`config.mk`:
```
export PLATFORM = sky130hd
export DESIGN_NAME = micro_ctrl_fsm
export DESIGN_NICKNAME = d
export VERILOG_FILES = /design/src/rtl/micro_ctrl_fsm.sv
export SDC_FILE = /design/constraint.sdc
export NUM_CORES = 1
export LEC_CHECK = 0
export ABC_AREA = 1
export CORE_ASPECT_RATIO = 0.7
export CORE_UTILIZATION = 30
export CTS_BUF_LIST = sky130_fd_sc_hd__clkbuf_16
export DETAILED_ROUTE_END_ITERATION = 10
export GPL_TIMING_DRIVEN = 0
export SKIP_LAST_GASP = 1
export SLEW_MARGIN = 20
export SYNTH_ARGS = -nofsm -noshare
export SYNTH_HDL_FRONTEND = slang
export SYNTH_SLANG_ARGS = --single-unit
```
`constraint.sdc`:
```
create_clock -name CLK -period 2.2 [get_ports CLK]
set_clock_uncertainty 0.05 [all_clocks]
set_input_delay 0.44 -clock CLK [delete_from_list [all_inputs] [get_ports CLK]]
set_output_delay 0.44 -clock CLK [all_outputs]
set_load 0.05 [all_outputs]
```
`src/rtl/micro_ctrl_fsm.sv`:
```
`default_nettype none
// ============================================================================
// Module      : micro_ctrl_fsm
// Description : Multi-cycle controller for the 8-bit micro datapath, with fetch
//               wait states, HALT/resume, illegal-opcode flag and retired count.
// Revision    : 1.0 - initial release
// ============================================================================
module micro_ctrl_fsm #(
    parameter int         OPW       = 4,
    parameter int         ALUW      = 4,
    parameter int         CNTW      = 16,
    parameter logic [3:0] FETCH_ALU = 4'b0010
) (
    input  logic            CLK,
    input  logic            CLB,
    input  logic [OPW-1:0]  Opcode,
    input  logic            Z,
    input  logic            C,
    input  logic            MemRdy,
    input  logic            Resume,
    output logic            LoadIR,
    output logic            IncPC,
    output logic            SelPC,
    output logic            LoadPC,
    output logic            LoadReg,
    output logic            LoadAcc,
    output logic [1:0]      SelAcc,
    output logic [ALUW-1:0] SelALU,
    output logic            Halted,
    output logic            IllegalOp,
    output logic [CNTW-1:0] InstrCount,
    output logic [1:0]      State
);

    typedef enum logic [1:0] {
        S_IDLE  = 2'b00,
        S_FETCH = 2'b01,
        S_EXEC  = 2'b10,
        S_HALT  = 2'b11
    } state_t;

    state_t          r_state;
    logic [CNTW-1:0] r_count;
    logic [3:0]      w_op;
    logic            w_hi_nz;
    logic            w_illegal;
    logic [3:0]      w_alu4;

    assign w_op = Opcode[3:0];

    generate
        if (OPW > 4) begin : g_wide_op
            assign w_hi_nz = |Opcode[OPW-1:4];
        end else begin : g_narrow_op
            assign w_hi_nz = 1'b0;
        end
    endgenerate

    assign w_illegal = w_hi_nz || (w_op == 4'b1001) || (w_op == 4'b1110);

    always_ff @(posedge CLK) begin
        if (!CLB) begin
            r_state <= S_IDLE;
            r_count <= '0;
        end else begin
            case (r_state)
                S_IDLE:  r_state <= S_FETCH;
                S_FETCH: if (MemRdy) r_state <= S_EXEC;
                S_EXEC: begin
                    // Every instruction retires here, illegal and HALT included
                    if (r_count != {CNTW{1'b1}})
                        r_count <= r_count + CNTW'(1);
                    r_state <= (!w_hi_nz && w_op == 4'b1111) ? S_HALT : S_FETCH;
                end
                S_HALT:  if (Resume) r_state <= S_FETCH;
                default: r_state <= S_IDLE;
            endcase
        end
    end

    always_comb begin
        LoadIR    = 1'b0;
        IncPC     = 1'b0;
        SelPC     = 1'b0;
        LoadPC    = 1'b0;
        LoadReg   = 1'b0;
        LoadAcc   = 1'b0;
        SelAcc    = 2'b00;
        w_alu4    = 4'b0000;
        Halted    = 1'b0;
        IllegalOp = 1'b0;
        case (r_state)
            S_FETCH: begin
                w_alu4 = FETCH_ALU;
                LoadIR = MemRdy;
            end
            S_HALT: Halted = 1'b1;
            S_EXEC: begin
                if (w_illegal) begin
                    IllegalOp = 1'b1;
                    IncPC     = 1'b1;
                end else begin
                    case (w_op)
                        4'b0001: begin w_alu4 = 4'b1000; LoadAcc = 1'b1; IncPC = 1'b1; end
                        4'b0010: begin w_alu4 = 4'b1100; LoadAcc = 1'b1; IncPC = 1'b1; end
                        4'b0011: begin w_alu4 = 4'b0100; LoadAcc = 1'b1; IncPC = 1'b1; end
                        4'b0100: begin SelAcc = 2'b01;   LoadAcc = 1'b1; IncPC = 1'b1; end
                        4'b0101: begin LoadReg = 1'b1; IncPC = 1'b1; end
                        4'b0110: begin LoadPC = Z; SelPC = Z;    IncPC = ~Z; end
                        4'b0111: begin LoadPC = Z; SelPC = 1'b0; IncPC = ~Z; end
                        4'b1000: begin LoadPC = C; SelPC = C;    IncPC = ~C; end
                        4'b1010: begin LoadPC = C; SelPC = 1'b0; IncPC = ~C; end
                        4'b1011: begin w_alu4 = 4'b0001; LoadAcc = 1'b1; IncPC = 1'b1; end
                        4'b1100: begin w_alu4 = 4'b0011; LoadAcc = 1'b1; IncPC = 1'b1; end
                        4'b1101: begin SelAcc = 2'b10;   LoadAcc = 1'b1; IncPC = 1'b1; end
                        default: IncPC = 1'b1;
                    endcase
                end
            end
            default: ;
        endcase
    end

    assign SelALU     = ALUW'(w_alu4);
    assign InstrCount = r_count;
    assign State      = r_state;

endmodule
`default_nettype wire

```
==> metrics.csv <==
metric;value;unit
LEAKAGE;0.7868;nW
DRT antenna net count;0;
CTS Buffer Depth;2;
CP Data Arrival Time;1620;ps
pin count of the biggest net entering global routing;11;
total area of sequential cells;362.8;sq um
Slew headroom;66.09;%
placed wire-length estimate;2562;microns
average wire per cell in the routed design;11.09;microns
first-pass GRT wire length;5671;microns
#FFs+latches synth;18;
period utilization;95.77;%
Remaining Overflow, GRT;0;
RePlAce Congestion;0.7590;
Power Dens Cells;449.2;mW/mm^2
# fillers;439;
core area;0.003994;sq mm
Yosys top cell area share;28.29;%
status;finished clean;
TritonCTS Buffers;3;
final setup fails;0;
WP data required;1710;ps
crit path cell chain;inv_1 > ha_4 > inv_2 > nor2_4 > nand3_2 > nor3_4 > buf_6;
RSZ-0062 raised after global routing;false;
Combinational Power Share;17.6;%
Die X;79.88;microns
Port-buffer cells;41;
NetSw;225.2;uW
CTS tree;yes;
Flop pwr share;39.7;%
vias in the first global route;1210;
Design Area, Final;0.001896;sq mm
Fin Hold WS;444.8;ps
vias;1408;
Total Routed Length;3448;microns
Seq/Total Area, Yosys;28.29;%
Inserted Diodes;0;
final core occ;47.46;%
Boundary Pins;42;
WHS Path Cells;2;
clk root buf;clkbuf_16;
Top Family by Delay on Critical Path;buffers and inverters;
Tot GR Track Use;15.81;%
Distinct cells, synth;23;
Worst-Margin Slew;507.1;ps
Slew Limit Fails;0;
slowest CP cell;dfxtp_2;
max cap viols;0;
max incr delay on CP;340;ps
Initial Util;31.89;%
Gate Count Post-Synth;213;
Starting DRT DRC Count;64;
clk slew on worst S/H paths;50;ps
largest cells by area after synthesis;dfxtp_1, nand2_1, nor2_1;
maximum vdd drop;0.3181;mV
Setup crit start kind;flop;
Peak Freq;474.6;MHz
synth-to-layout area growth;48.82;%
# hold bufs at CTS;0;
P_int;626.2;uW
drt drc;0;
Buf/Inv on CP;3;
Avg Cell Area, Syn;5.980;sq um
fin crit period;2107;ps
crit-path max FO;10;
r2r setup slk;660;ps
Sw Ratio;26.45;%
DIE AREA;0.004514;sq mm
worst-skew pair later-pin latency;250;ps
FP Rows;19;
TritonCTS Sinks;18;
initial antenna violation count;0;
Hold Vio Cnt, Final;0;
Die Height;56.52;microns
Worst R2R End;InstrCount[6];
HP Class;reg -> reg;
fraction of final layout cells sized beyond drive strength 1;18.92;%
Worst R2R Path Depth;7;
crit end category;output port;
synthesized area;0.001274;sq mm
Reg2Reg Launch Point;InstrCount[0];
area of the multi-input gates;865.8;sq um
hold path start;State[0];
Worst Setup Path Type;reg -> out;
syn_nets;227;
clock share of power;42.7;%
largest area contributor in the netlist;dfxtp_1;
vias per inst;4.527;
Pre-Repair DR Iteration Count;4;
Post-DP Area;0.001793;sq mm
H-Tree Depth;1;
Synth Warn #;0;
Nets;274;
Min-Delay Endpoint;State[0];
## worst register-to-register path, cell delays in order, from the launching register on
cell and delay [ps]:
dfxtp_1 400, ha_1 210, inv_1 60, nor2_2 180, nand4_4 160, buf_6 180, a21oi_1 140, nor2_1 60
## state kept, by name, indices dropped and copies added, names as in the netlist
| signal | flops |
|---|---|
| InstrCount | 16 |
| State | 2 |
## cell usage in the layout (no fill, tap or decap)
master	count
a211oi_2	1
dfxtp_2	2
clkinv_1	1
ha_4	1
nand3_2	2
o21ai_0	4
nand2_2	3
a21oi_1	12
o21ai_2	2
ha_1	3
nand4_4	1
nand2_1	49
nor2_2	4
o22ai_1	1
a21oi_2	1
a22oi_1	1
buf_6	3
clkbuf_4	1
nor3_4	1
inv_2	2
nor2_4	7
clkbuf_16	3
nor2_1	42
and2_1	1
dlymetal6s2s_1	1
buf_4	7
nand3_1	21
nor3_2	3
clkdlybuf4s50_1	24
buf_2	5
inv_1	29
nand3b_1	1
dlygate4sd2_1	4
dfxtp_1	16
## area by class of cell
class / count / area share (%)
buffer: 3 / 1.254
clock inverter: 1 / 0.1980
tap: 52 / 3.432
timing repair buffer: 42 / 20.20
inverter: 31 / 6.139
multi-input combinational: 161 / 45.68
sequential: 18 / 19.14
clock buffer: 3 / 3.960
## cell families after synthesis
kind of cell	Yosys count	share of synthesized area (%)
AND/OR/NAND/NOR	135	47.64
buffers and inverters	34	11.00
flip-flops	18	28.29
AO/OA/AOI/OAI	22	9.136
adder cells (fa/ha/maj)	4	3.929
## routing by layer
metal,share of wire [%],GRT usage (%)
met1,54,23.49
met2,42,23.69
met3,4.2,3.902
met4,0.29,1.531
met5,0,0
## through the flow
step                std cells  power (mW)  setup TNS, ps  setup slack, ps
floorplan                 213      0.4318         -44.02           -44.02
global placement          306      0.4820          -7869           -800.3
detailed placement        306      0.4826          -7915           -832.1
CTS                       311      0.8567         -22.40           -22.40
global route              311      0.8944              0            26.43
finish                    311      0.8514              0            92.98
## synth_stat cells, drive strengths merged
master and number:
and2 1, nor3 4, o21ai 6, a211oi 1
nor2 53, ha 4, a22oi 1, o22ai 1
nand4 1, nand3b 1, inv 31, nand2 52
nand3 23, buf 3, a21oi 13, dfxtp 18
## worst max path at each step
stage	from	cells after the start	slack, ps	to
after floorplan	State[1]	5	-40	SelALU[3]
after global placement	Opcode[1]	6	-800	LoadAcc
after detailed placement	Opcode[3]	8	-830	LoadPC
after CTS	State[0]	7	-20	SelALU[3]
after global routing	State[0]	7	30	SelALU[3]
final	State[0]	7	90	SelALU[3]
## power groups by stage
stage               registers (mW)  logic [mW]  clock network [mW]
finish                       0.338       0.150               0.364
global route                 0.338       0.164               0.393
global placement             0.344       0.138                   0
detailed placement           0.344       0.138                   0
floorplan                    0.359      0.0730                   0
CTS                          0.337       0.143               0.376
## repair_timing
action,4_1_cts,5_1_grt
pin swaps,1,0
buffers inserted,1,0
endpoints found under the setup margin,13,9
gates resized for setup,84,5
No activity file was read; power rests on OpenSTA's default activity.
